File: src/rtl/dma_arb_pkg.sv
// Shared types and helpers for the read-DMA descriptor arbiter.
package dma_arb_pkg;

  typedef enum logic {
    SLOT_EMPTY = 1'b0,
    SLOT_FULL  = 1'b1
  } slot_state_t;

  localparam logic CH_X = 1'b0;
  localparam logic CH_W = 1'b1;

  localparam int DESC_ADDR_W = 32;
  localparam int DESC_LEN_W  = 32;
  localparam int DESC_USER_W = 65;

  typedef struct packed {
    logic [DESC_ADDR_W-1:0] addr;
    logic [DESC_LEN_W-1:0]  len;
    logic [DESC_USER_W-1:0] user;
  } desc_t;

  // Channel id is the tag MSB; tags up to 32 bits are passed zero-extended.
  function automatic logic tag_ch(input logic [31:0] tag, input int width);
    return 1'(tag >> (width - 1));
  endfunction

endpackage

File: src/rtl/dma_arb_chan_track.sv
// Per-channel bookkeeping: sequence counter, outstanding count, sticky error,
// idle flag and the eligibility term used by the arbiter.
module dma_arb_chan_track #(
  parameter int SEQ_W           = 7,
  parameter int MAX_OUTSTANDING = 4,
  parameter int CNT_W           = 3
) (
  input  logic             clk,
  input  logic             rstn,
  input  logic             src_valid,
  input  logic             in_slot,
  input  logic             load,
  input  logic             issue,
  input  logic             status,
  input  logic             status_err,
  input  logic             clr_err,
  output logic [SEQ_W-1:0] seq,
  output logic             eligible,
  output logic [CNT_W-1:0] outstanding,
  output logic             err,
  output logic             idle
);

  localparam logic [CNT_W:0] MAX_C = (CNT_W + 1)'(MAX_OUTSTANDING);

  logic [CNT_W:0] committed;
  logic           fault;

  // A descriptor parked in the output slot already counts against the cap.
  assign committed = {1'b0, outstanding} + {{CNT_W{1'b0}}, in_slot};
  assign eligible  = src_valid && (committed < MAX_C);
  assign fault     = status && !issue && (outstanding == '0);

  // NOTE: sequential state uses <= so every register samples pre-edge values;
  // blocking here would let later statements see already-updated state.
  always_ff @(posedge clk) begin
    if (!rstn) begin
      seq         <= '0;
      outstanding <= '0;
      err         <= 1'b0;
      idle        <= 1'b1;
    end else begin
      if (load) seq <= seq + SEQ_W'(1);
      if (issue && !status) outstanding <= outstanding + CNT_W'(1);
      else if (status && !issue && !fault) outstanding <= outstanding - CNT_W'(1);
      err  <= (err && !clr_err) || (status && (status_err || fault));
      idle <= !src_valid && (outstanding == '0) && !in_slot;
    end
  end

endmodule

File: src/rtl/dma_rd_arbiter.sv
// Round-robin arbiter sharing one read-DMA descriptor port between X and W.
// Define DMA_ARB_PERF_EN to add per-channel saturating wait-cycle counters.
module dma_rd_arbiter
  import dma_arb_pkg::*;
#(
  parameter int AXI_ADDR_WIDTH  = 32,
  parameter int AXI_LEN_WIDTH   = 32,
  parameter int AXIS_USER_WIDTH = 65,
  parameter int AXI_TAG_WIDTH   = 8,
  parameter int MAX_OUTSTANDING = 4
) (
  input  logic                                    clk,
  input  logic                                    rstn,
  input  logic [AXI_ADDR_WIDTH-1:0]               s_xd_addr,
  input  logic [AXI_LEN_WIDTH-1:0]                s_xd_len,
  input  logic [AXIS_USER_WIDTH-1:0]              s_xd_user,
  input  logic                                    s_xd_valid,
  output logic                                    s_xd_ready,
  input  logic [AXI_ADDR_WIDTH-1:0]               s_wd_addr,
  input  logic [AXI_LEN_WIDTH-1:0]                s_wd_len,
  input  logic [AXIS_USER_WIDTH-1:0]              s_wd_user,
  input  logic                                    s_wd_valid,
  output logic                                    s_wd_ready,
  output logic [AXI_ADDR_WIDTH-1:0]               m_d_addr,
  output logic [AXI_LEN_WIDTH-1:0]                m_d_len,
  output logic [AXIS_USER_WIDTH-1:0]              m_d_user,
  output logic [AXI_TAG_WIDTH-1:0]                m_d_tag,
  output logic                                    m_d_valid,
  input  logic                                    m_d_ready,
  input  logic [AXI_TAG_WIDTH-1:0]                s_st_tag,
  input  logic [3:0]                              s_st_error,
  input  logic                                    s_st_valid,
  input  logic                                    clr_err,
  output logic                                    x_idle,
  output logic                                    w_idle,
  output logic                                    x_err,
  output logic                                    w_err,
`ifdef DMA_ARB_PERF_EN
  output logic [31:0]                             x_wait_cycles,
  output logic [31:0]                             w_wait_cycles,
`endif
  output logic [$clog2(MAX_OUTSTANDING+1)-1:0]    x_outstanding,
  output logic [$clog2(MAX_OUTSTANDING+1)-1:0]    w_outstanding
);

  localparam int SEQ_W = AXI_TAG_WIDTH - 1;
  localparam int CNT_W = $clog2(MAX_OUTSTANDING + 1);

  slot_state_t state;
  logic        rr_last;
  logic        slot_ch, st_ch, st_err;
  logic        loadable, handshake, grant_x, grant_w;
  logic        x_elig, w_elig;
  logic [SEQ_W-1:0] x_seq, w_seq;

  assign m_d_valid  = (state == SLOT_FULL);
  assign handshake  = m_d_valid && m_d_ready;
  assign loadable   = (state == SLOT_EMPTY) || m_d_ready;
  assign slot_ch    = m_d_tag[AXI_TAG_WIDTH-1];
  assign st_ch      = tag_ch(32'(s_st_tag), AXI_TAG_WIDTH);
  assign st_err     = |s_st_error;
  assign s_xd_ready = grant_x;
  assign s_wd_ready = grant_w;

  // NOTE: every always_comb output gets a default first so no path leaves it
  // unassigned, which would otherwise infer a latch.
  always_comb begin
    grant_x = 1'b0;
    grant_w = 1'b0;
    if (loadable) begin
      if (x_elig && w_elig) begin
        if (rr_last == CH_W) grant_x = 1'b1;
        else                 grant_w = 1'b1;
      end else begin
        grant_x = x_elig;
        grant_w = w_elig;
      end
    end
  end

  always_ff @(posedge clk) begin
    if (!rstn) begin
      state    <= SLOT_EMPTY;
      rr_last  <= CH_W;
      m_d_addr <= '0;
      m_d_len  <= '0;
      m_d_user <= '0;
      m_d_tag  <= '0;
    end else if (grant_x || grant_w) begin
      state    <= SLOT_FULL;
      rr_last  <= grant_w ? CH_W : CH_X;
      m_d_addr <= grant_w ? s_wd_addr : s_xd_addr;
      m_d_len  <= grant_w ? s_wd_len  : s_xd_len;
      m_d_user <= grant_w ? s_wd_user : s_xd_user;
      m_d_tag  <= grant_w ? {CH_W, w_seq} : {CH_X, x_seq};
    end else if (handshake) begin
      state <= SLOT_EMPTY;
    end
  end

  dma_arb_chan_track #(
    .SEQ_W(SEQ_W), .MAX_OUTSTANDING(MAX_OUTSTANDING), .CNT_W(CNT_W)
  ) u_x_track (
    .clk        (clk),
    .rstn       (rstn),
    .src_valid  (s_xd_valid),
    .in_slot    (m_d_valid && slot_ch == CH_X),
    .load       (grant_x),
    .issue      (handshake && slot_ch == CH_X),
    .status     (s_st_valid && st_ch == CH_X),
    .status_err (st_err),
    .clr_err    (clr_err),
    .seq        (x_seq),
    .eligible   (x_elig),
    .outstanding(x_outstanding),
    .err        (x_err),
    .idle       (x_idle)
  );

  dma_arb_chan_track #(
    .SEQ_W(SEQ_W), .MAX_OUTSTANDING(MAX_OUTSTANDING), .CNT_W(CNT_W)
  ) u_w_track (
    .clk        (clk),
    .rstn       (rstn),
    .src_valid  (s_wd_valid),
    .in_slot    (m_d_valid && slot_ch == CH_W),
    .load       (grant_w),
    .issue      (handshake && slot_ch == CH_W),
    .status     (s_st_valid && st_ch == CH_W),
    .status_err (st_err),
    .clr_err    (clr_err),
    .seq        (w_seq),
    .eligible   (w_elig),
    .outstanding(w_outstanding),
    .err        (w_err),
    .idle       (w_idle)
  );

`ifdef DMA_ARB_PERF_EN
  always_ff @(posedge clk) begin
    if (!rstn || clr_err) begin
      x_wait_cycles <= '0;
      w_wait_cycles <= '0;
    end else begin
      if (s_xd_valid && !grant_x && x_wait_cycles != '1) x_wait_cycles <= x_wait_cycles + 32'd1;
      if (s_wd_valid && !grant_w && w_wait_cycles != '1) w_wait_cycles <= w_wait_cycles + 32'd1;
    end
  end
`endif

endmodule
File: config.mk
export PLATFORM = sky130hd
export DESIGN_NAME = dma_rd_arbiter
export DESIGN_NICKNAME = d
export VERILOG_FILES = /design/src/rtl/dma_arb_pkg.sv /design/src/rtl/dma_arb_chan_track.sv /design/src/rtl/dma_rd_arbiter.sv
export SDC_FILE = /design/constraint.sdc
export NUM_CORES = 1
export LEC_CHECK = 0
export CAP_MARGIN = 25
export CORE_AREA = 2 2 165 167
export CTS_CLUSTER_DIAMETER = 150
export DETAILED_ROUTE_END_ITERATION = 8
export DIE_AREA = 0 0 167 169
export HOLD_SLACK_MARGIN = 0.03
export PLACE_DENSITY = 0.77
export SLEW_MARGIN = 0
export SYNTH_ARGS = -nofsm -noshare
export SYNTH_HDL_FRONTEND = slang
export SYNTH_SLANG_ARGS = --single-unit
export TNS_END_PERCENT = 10
File: constraint.sdc
create_clock -name clk -period 1.8 [get_ports clk]
set_clock_uncertainty 0.1 [all_clocks]
set_input_delay 0.36 -clock clk [delete_from_list [all_inputs] [get_ports clk]]
set_output_delay 0.36 -clock clk [all_outputs]
set_load 0.01 [all_outputs]
==> impl_metrics.env, run 1 <==
export IMPL_drt_iter0_markers=952
export IMPL_yosysTopAreaCell="dfxtp_1"
export IMPL_numCtsBuffers=17
export IMPL_critical_path_class="reg -> reg"
export IMPL_synth_seq_cells=163
export IMPL_areaGrowthSynthToFinish_pct=89.2
export IMPL_nFillCells=2236
export IMPL_clkTransAtPathRegs_ns=0.07
export IMPL_clockBufferDepth=2
export IMPL_synth_most_common_cell="dfxtp_1"
export IMPL_synthCells=963
export IMPL_r2r_start="m_d_valid"
export IMPL_ctsRootBufferMaster="clkbuf_16"
export IMPL_power_density_nw_per_um2=835
export IMPL_cts_sinks=163
export IMPL_via_count=10300
export IMPL_grtUsageMet3_pct=5.40
export IMPL_crit_path_max_fanout=25
export IMPL_netlist_area_sq_um=7850
export IMPL_htree_levels=4
export IMPL_timing_fmax_ghz=0.520
export IMPL_rsz0062_at_grt="true"
export IMPL_ys_flop_type="dfxtp_1"
export IMPL_start_util_pct=29.6
export IMPL_dp_cells=1675
export IMPL_dieHeight_microns=169
export IMPL_seqCellArea_sq_um=3280
export IMPL_synthTopCellsByArea="dfxtp_1, a311oi_1, a21oi_1"
export IMPL_grt_usage_pct=23.6
export IMPL_p_leak_nw=6.18
export IMPL_rows=60
export IMPL_setup_viol=134
export IMPL_cp_slowest_stage_delay_ns=0.37
export IMPL_violations="negative setup slack"
export IMPL_total_power_mw=12.4
export IMPL_synthTopCellsByCount="dfxtp_1, a21oi_1, nand3_1, o21ai_0, a311oi_1"
export IMPL_nets=1659
export IMPL_hpwl_microns=23100
export IMPL_crit_start="m_d_valid"
export IMPL_synth_distinct_cells=40
export IMPL_maxCapViolations=0
export IMPL_grt_pass1_wl_microns=53600
export IMPL_drc=0
export IMPL_clkLatencyLatePin_ns=0.42
export IMPL_grt_use_met2_pct=39.6
export IMPL_grt_pass1_vias=9556
export IMPL_syn_avg_cell_area_sq_um=8.15
export IMPL_ir_worst_vdd_uv=556
export IMPL_grt_overflow_total=0
export IMPL_synth_edff_count=0
export IMPL_crit_slowest_cell="dfxtp_4"
export IMPL_min_from="s_xd_valid"
export IMPL_detail_route_antenna_nets=0
export IMPL_fin_cells=1732
export IMPL_maxSlewViolCount=0
export IMPL_cts_hold_buf=0
export IMPL_die_area_sq_um=28200
export IMPL_end_kind="flip-flop"
export IMPL_gp_congestion=0.864
export IMPL_hold_class="in -> reg"
export IMPL_cts_tree="yes"
export IMPL_period_share_pct=107
export IMPL_timing_slew_headroom_pct=69.4
export IMPL_path_delay_family="compound AO/OA/AOI/OAI gates"
export IMPL_finalHoldViolCount=0
export IMPL_first_pass_iters=6
export IMPL_yosysSeqAreaShare_pct=41.6
export IMPL_port_buffers=419
export IMPL_synth_nets=1244
export IMPL_cp_required_ns=1.99
export IMPL_yosys_area_top_type_share_pct=41.6
export IMPL_wire_per_inst_microns=21.9
export IMPL_worst_pin_slew_ns=0.454
export IMPL_setup_tns_ns=-6.69
export IMPL_crit_chain="buf_6 > nand4b_4 > buf_6 > a22o_4 > buf_12 > buf_16 > a21oi_1 > a311oi_2"
export IMPL_status="finished, violations left"
export IMPL_core_sq_um=26500
export IMPL_grt_max_degree=67
export IMPL_worst_slack_ns=-0.122
export IMPL_synthArstFlopShare_pct=0
export IMPL_dieWidth_microns=167
export IMPL_finalCriticalPeriod_ns=1.92
export IMPL_num_antenna_cells=0
export IMPL_crit_buf_inv=4
export IMPL_io_pins=427
export IMPL_antenna_found_initial=1
export IMPL_synth_warnings=0
export IMPL_viasPerCell=5.95
export IMPL_start_kind="flip-flop"
export IMPL_drive_above_1_share_pct=20.6
export IMPL_cp_common_cell="buf_6"
export IMPL_critPathArrivalTime_ns=2.11
export IMPL_multi_input_area_sq_um=4790
export IMPL_final_util_pct=56.0
export IMPL_top_usage_layer="met2"
export IMPL_grtUsageMet1_pct=29.6
export IMPL_routed_wl_microns=37900
## flip-flops by register name (all words and copies together) (netlist names)
register	cells
m_d_addr	32
m_d_len	32
m_d_tag	8
m_d_user	65
m_d_valid	1
rr_last	1
u_w_track.err	1
u_w_track.idle	1
u_w_track.outstanding	3
u_w_track.seq	7
u_x_track.err	1
u_x_track.idle	1
u_x_track.outstanding	3
u_x_track.seq	7
## cells in the final DEF, fill, tap and decap left out, types with 47 or more instances in the layout
| master | Yosys | routed |
|---|---|---|
| nand3_1 | 144 | 134 |
| dlymetal6s2s_1 | 0 | 63 |
| a21oi_1 | 154 | 135 |
| clkdlybuf4s50_1 | 0 | 293 |
| a311oi_1 | 136 | 54 |
| a311oi_2 | 0 | 82 |
| o21ai_0 | 142 | 139 |
| buf_4 | 0 | 47 |
| dlygate4sd2_1 | 0 | 61 |
| dfxtp_1 | 163 | 154 |
## metrics by stage
stage          hold slack, ns  setup WS, ns  instance area, sq um
2_1_floorplan           0.339       -0.0165                  7880
3_3_place_gp            0.361        -0.656                 12900
3_5_place_dp            0.369        -0.688                 12900
4_1_cts                 0.244        -0.152                 13900
5_1_grt                 0.112        -0.168                 14800
6_report                0.116        -0.122                 14800
## logic make-up (layout without fill, tap and decap cells)
family,count (synthesis),in the layout,synth area share [%]
AO/OA/AOI/OAI,450,450,35.8
AND/OR/NAND/NOR,205,205,14.0
flip-flops,163,163,41.6
buffers and inverters,135,563,6.98
multiplexers,6,6,0.765
adder cells (fa/ha/maj),4,4,0.829
## final timing paths
| check | end | cells past startpoint | slack, ns |
|---|---|---|---|
| min reg2reg | m_d_user[21] | 2 | 0.42 |
| min | u_x_track.idle | 2 | 0.12 |
| max | m_d_addr[7] | 8 | -0.12 |
| max reg2reg | m_d_addr[7] | 8 | -0.12 |
## what timing repair did
item,CTS,global route
pin swaps,5,27
endpoints found under the setup margin,206,218
hold endpoints to repair,0,0
cloned,6,10
gates resized for setup,136,183
setup buffers,7,6
## power breakdown
group	leakage (nW)	internal [mW]	switching [mW]	total (mW)
combinational	4.55	2.25	2.17	4.42
clock	0.277	2.00	1.69	3.69
sequential	1.36	4.03	0.264	4.30
## cell type report
class | count | share of cell area, %
clock buffers | 19 | 3.05
clock inverters | 13 | 0.834
repair buffers | 524 | 38.7
multi-input cells | 665 | 32.3
flip-flops and latches | 163 | 22.1
inverters | 7 | 0.194
well taps | 341 | 2.87
## layer usage
metal | vias to the layer above | share of wire [%]
li1 | 4581 | -
met1 | 4963 | 40
met2 | 647 | 48
met3 | 116 | 8.4
met4 | 0 | 3.9
met5 | - | 0
(Power assumes the default switching activity.)
==> inputs of run 2 (changes only) <==
CTS_CLUSTER_DIAMETER = 200   (was 150)
RECOVER_POWER = 50   (was unset)
==> impl_metrics.env, run 2 (synthesis gave the netlist of run 1 again) <==
export IMPL_period_share_pct=107
export IMPL_drive_above_1_share_pct=20.5
export IMPL_gp_congestion=0.864
export IMPL_nets=1659
export IMPL_grt_usage_pct=23.6
export IMPL_clockBufferDepth=2
export IMPL_cts_sinks=163
export IMPL_worst_slack_ns=-0.120
export IMPL_num_antenna_cells=0
export IMPL_hold_class="in -> reg"
export IMPL_viasPerCell=5.94
export IMPL_htree_levels=4
export IMPL_cp_required_ns=1.99
export IMPL_dieHeight_microns=169
export IMPL_rsz0062_at_grt="true"
export IMPL_postLayoutCellArea_sq_um=14600
export IMPL_crit_path_max_fanout=25
export IMPL_dieWidth_microns=167
export IMPL_ir_worst_vdd_uv=552
export IMPL_wire_per_inst_microns=21.8
export IMPL_finalHoldViolCount=0
export IMPL_dpl_cell_area_sq_um=12900
export IMPL_numCtsBuffers=17
export IMPL_violations="negative setup slack"
export IMPL_start_util_pct=29.6
export IMPL_io_pins=427
export IMPL_via_count=10300
export IMPL_layout_common_cells="clkdlybuf4s50_1, dfxtp_1, o21ai_0, a21oi_1, nand3_1"
export IMPL_finalCriticalPeriod_ns=1.92
export IMPL_critPathArrivalTime_ns=2.11
export IMPL_maxSlewViolCount=0
export IMPL_largest_register="m_d_user"
export IMPL_start_kind="flip-flop"
export IMPL_routed_wl_microns=37800
export IMPL_timing_fmax_ghz=0.521
export IMPL_power_density_nw_per_um2=847
export IMPL_die_area_sq_um=28200
export IMPL_critical_path_class="reg -> reg"
export IMPL_cts_tree="yes"
export IMPL_drt_iter0_markers=998
export IMPL_grt_overflow_total=0
export IMPL_layout_commonest_cell="clkdlybuf4s50_1"
export IMPL_p_leak_nw=5.25
export IMPL_grt_max_degree=67
export IMPL_core_sq_um=26500
export IMPL_areaGrowthSynthToFinish_pct=86.0
export IMPL_setup_viol=138
export IMPL_total_power_mw=12.4
export IMPL_clkLatencyLatePin_ns=0.42
export IMPL_dp_cells=1675
export IMPL_timing_slew_headroom_pct=69.5
export IMPL_first_pass_iters=8
export IMPL_fin_cells=1732
export IMPL_status="finished, violations left"
export IMPL_grt_pass1_vias=9556
export IMPL_end_kind="flip-flop"
export IMPL_grt_pass1_wl_microns=53600
export IMPL_biggestRegsByFlops="m_d_user (65), m_d_addr (32), m_d_len (32)"
export IMPL_drc=0
export IMPL_hpwl_microns=23100
export IMPL_final_util_pct=55.1
export IMPL_largest_reg_flops=65
export IMPL_rows=60
export IMPL_antenna_found_initial=1
export IMPL_maxCapViolations=0
export IMPL_cts_hold_buf=0
export IMPL_ctsRootBufferMaster="clkbuf_16"
export IMPL_worst_pin_slew_ns=0.452
export IMPL_detail_route_antenna_nets=0
export IMPL_clkTransAtPathRegs_ns=0.07
export IMPL_port_buffers=419
==> run 2: changes by cell type in the layout (fill, tap and decap cells not counted), sizes merged <==
| cell | change |
|---|---|
| clkbuf | +14 |
| dlymetal6s2s | -62 |
| clkdlybuf4s50 | -1 |
| dlygate4sd3 | +1 |
| clkdlybuf4s25 | +48 |
==> run 2: final timing paths <==
check,startpoint,endpoint,slack [ns],depth (start not counted)
worst min-delay path,s_xd_valid,u_x_track.idle,0.11,2
worst max-delay path,m_d_valid,m_d_addr[7],-0.12,8
worst max register to register,m_d_valid,m_d_addr[7],-0.12,8
worst min register to register,m_d_user[21],m_d_user[21],0.42,2
==> run 2: repair_timing <==
action                     in CTS  in global routing
hold endpoints to repair        0                  0
pin swaps                       5                 27
gates resized for setup       136                183
setup buffers                   7                  6
gates cloned                    6                 10
setup endpoints to repair     206                218
==> run 2: final cells by class <==
class,count,area (sq um)
flip-flops and latches,163,3280
repair buffers,524,5500
clock buffers,19,453
fillers,2293,11900
multi-input cells,665,4790
inverters,7,28.8
well taps,341,427
clock inverters,13,124
==> run 2: worst max-delay path: stages (launching register included) <==
cell,delay [ns]
dfxtp_4,0.37
buf_6,0.10
nand4b_4,0.10
buf_6,0.15
a22o_4,0.27
buf_12,0.16
buf_16,0.17
a21oi_1,0.25
a311oi_2,0.08
==> run 2: report_power, final <==
| group | leakage, nW | switching, mW | internal, mW |
|---|---|---|---|
| registers | 1.35 | 0.270 | 4.03 |
| clock network | 0.277 | 1.68 | 2.00 |
| logic | 3.62 | 2.17 | 2.20 |
| total | 5.25 | 4.13 | 8.23 |
==> run 2: routing by layer <==
metal	wire, microns	vias up	track usage, %
li1	-	4580	-
met4	1530	0	8.62
met3	2980	121	5.40
met1	15200	5012	29.6
met2	18100	569	39.6
met5	0	-	0
==> run 2: per-stage QoR <==
step	hold WS [ns]	setup TNS [ns]	worst slack [ns]
5_1_grt	0.112	-17.16	-0.168
3_3_place_gp	0.361	-90.32	-0.656
3_5_place_dp	0.369	-97.54	-0.688
4_1_cts	0.244	-13.16	-0.152
6_report	0.114	-6.94	-0.120
2_1_floorplan	0.339	-1.64	-0.0165
==> inputs of run 3 (changes only) <==
CORE_AREA = 2 2 166 168   (was 2 2 165 167)
DIE_AREA = 0 0 168 170   (was 0 0 167 169)
PLACE_DENSITY = 0.73   (was 0.77)
clock period = 2.2 ns   (was 1.8 ns; I/O delays follow)
==> impl_metrics.env, run 3 (synthesis gave the netlist of run 1 again) <==
export IMPL_detail_route_antenna_nets=0
export IMPL_clkTransAtPathRegs_ns=0.07
export IMPL_core_sq_um=26700
export IMPL_dieWidth_microns=168
export IMPL_grt_usage_pct=22.4
export IMPL_cts_sinks=163
export IMPL_fin_cells=1727
export IMPL_numCtsBuffers=17
export IMPL_end_kind="primary output"
export IMPL_num_antenna_cells=0
export IMPL_total_power_mw=9.40
export IMPL_cp_required_ns=1.66
export IMPL_grt_pass1_vias=9452
export IMPL_ctsRootBufferMaster="clkbuf_16"
export IMPL_gp_congestion=0.849
export IMPL_viasPerCell=5.63
export IMPL_crit_slowest_cell="dfxtp_1"
export IMPL_clockBufferDepth=2
export IMPL_path_delay_family="flip-flops"
export IMPL_antenna_found_initial=0
export IMPL_critPathArrivalTime_ns=1.55
export IMPL_grt_overflow_total=0
export IMPL_r2r_start="m_d_tag[7]"
export IMPL_dp_cells=1694
export IMPL_areaGrowthSynthToFinish_pct=74.0
export IMPL_via_count=9727
export IMPL_hpwl_microns=23200
export IMPL_hold_class="in -> reg"
export IMPL_topRoutingLayerUsed="met4"
export IMPL_layout_common_cells="clkdlybuf4s50_1, dfxtp_1, a21oi_1, nand3_1, o21ai_0"
export IMPL_cts_tree="yes"
export IMPL_io_pins=427
export IMPL_min_from="s_xd_valid"
export IMPL_rows=60
export IMPL_timing_fmax_ghz=0.478
export IMPL_power_density_nw_per_um2=689
export IMPL_maxSlewViolCount=0
export IMPL_p_leak_nw=5.06
export IMPL_start_kind="flip-flop"
export IMPL_drt_iter0_markers=881
export IMPL_cts_hold_buf=0
export IMPL_start_util_pct=29.4
export IMPL_drive_above_1_share_pct=10.2
export IMPL_worst_pin_slew_ns=0.423
export IMPL_nets=1655
export IMPL_routed_wl_microns=33500
export IMPL_timing_slew_headroom_pct=71.8
export IMPL_nFillCells=2461
export IMPL_clkLatencyLatePin_ns=0.42
export IMPL_htree_levels=4
export IMPL_status="finished clean"
export IMPL_layout_commonest_cell="clkdlybuf4s50_1"
export IMPL_postLayoutCellArea_sq_um=13700
export IMPL_crit_path_max_fanout=5
export IMPL_setup_viol=0
export IMPL_crit_start="u_w_track.outstanding[2]"
export IMPL_grt_pass1_wl_microns=51700
export IMPL_worst_slack_ns=0.108
export IMPL_setup_tns_ns=0
export IMPL_cp_slowest_stage_delay_ns=0.44
export IMPL_pre_cts_ws_ns=-0.496
export IMPL_grt_max_degree=84
export IMPL_critical_path_class="reg -> out"
export IMPL_drc=0
export IMPL_dieHeight_microns=170
export IMPL_ir_worst_vdd_uv=484
export IMPL_largest_register="m_d_user"
export IMPL_rsz0062_at_grt="false"
export IMPL_wl_met3_microns=2350
export IMPL_dpl_cell_area_sq_um=13100
export IMPL_largest_reg_flops=65
export IMPL_dr_wl_met2_microns=16200
export IMPL_finalCriticalPeriod_ns=2.09
export IMPL_finalHoldViolCount=0
export IMPL_port_buffers=419
export IMPL_die_area_sq_um=28600
export IMPL_wire_per_inst_microns=19.4
export IMPL_wl_met1_microns=13900
export IMPL_crit_chain="nor2b_4 > buf_4 > and3b_1 > nor2_1 > buf_2"
export IMPL_first_pass_iters=5
export IMPL_crit_buf_inv=2
export IMPL_period_share_pct=95.1
export IMPL_biggestRegsByFlops="m_d_user (65), m_d_addr (32), m_d_len (32)"
export IMPL_maxCapViolations=0
## run 3: cell types whose count changed in the layout (fill, tap and decap cells not counted), sizes merged
cell / previous run / this run
clkbuf: 42 / 23
clkdlybuf4s25: 48 / 0
dlygate4sd2: 61 / 1
bufinv: 1 / 0
clkdlybuf4s15: 0 / 1
dlygate4sd3: 1 / 136
clkdlybuf4s50: 292 / 279
clkinv: 5 / 4
clkinvlp: 3 / 4
## run 3: per-stage QoR
| step | hold slack [ns] | utilization, % |
|---|---|---|
| 6_report | 0.163 | 51.2 |
| 3_5_place_dp | 0.363 | 49.2 |
| 4_1_cts | 0.369 | 51.3 |
| 2_1_floorplan | 0.339 | - |
| 5_1_grt | 0.158 | 51.2 |
| 3_3_place_gp | 0.350 | 49.2 |
## run 3: timing repair
| action | CTS | global route |
|---|---|---|
| gates resized for setup | 12 | 3 |
| buffers inserted | 1 | 1 |
| endpoints found under the setup margin | 2 | 2 |
| pin swaps | 1 | 2 |
## run 3: routing by layer
| metal | track usage [%] | vias to the layer above |
|---|---|---|
| met5 | 0 | - |
| met4 | 8.58 | 0 |
| met3 | 4.77 | 67 |
| met2 | 37.6 | 440 |
| met1 | 28.3 | 4659 |
| li1 | - | 4561 |
## run 3: final cells by class
class	count	area (sq um)	area share [%]
clock buffers	19	433	3.17
clock inverters	12	100	0.733
inverters	7	28.8	0.211
multi-input cells	665	4090	30.0
flip-flops and latches	163	3260	23.9
well taps	341	427	3.12
repair buffers	520	5310	38.9
## run 3: worst paths after layout
check / end / slack [ns] / depth (start not counted)
max: s_xd_ready / 0.11 / 5
min: u_x_track.idle / 0.16 / 2
max reg2reg: u_w_track.seq[3] / 0.15 / 7
min reg2reg: u_x_track.seq[6] / 0.37 / 2
## run 3: worst register-to-register path, cell delays in order (launching register included)
cell	delay (ns)
dfxtp_1	0.34
nand4b_2	0.22
and3_4	0.20
buf_4	0.13
buf_4	0.16
buf_4	0.18
or4_1	0.51
a21oi_1	0.15
## run 3: power by group
group / total [mW] / leakage, nW / internal [mW] / switching [mW]
Combinational: 3.12 / 3.46 / 1.63 / 1.49
Clock: 2.80 / 0.247 / 1.46 / 1.34
Sequential: 3.49 / 1.35 / 3.30 / 0.191
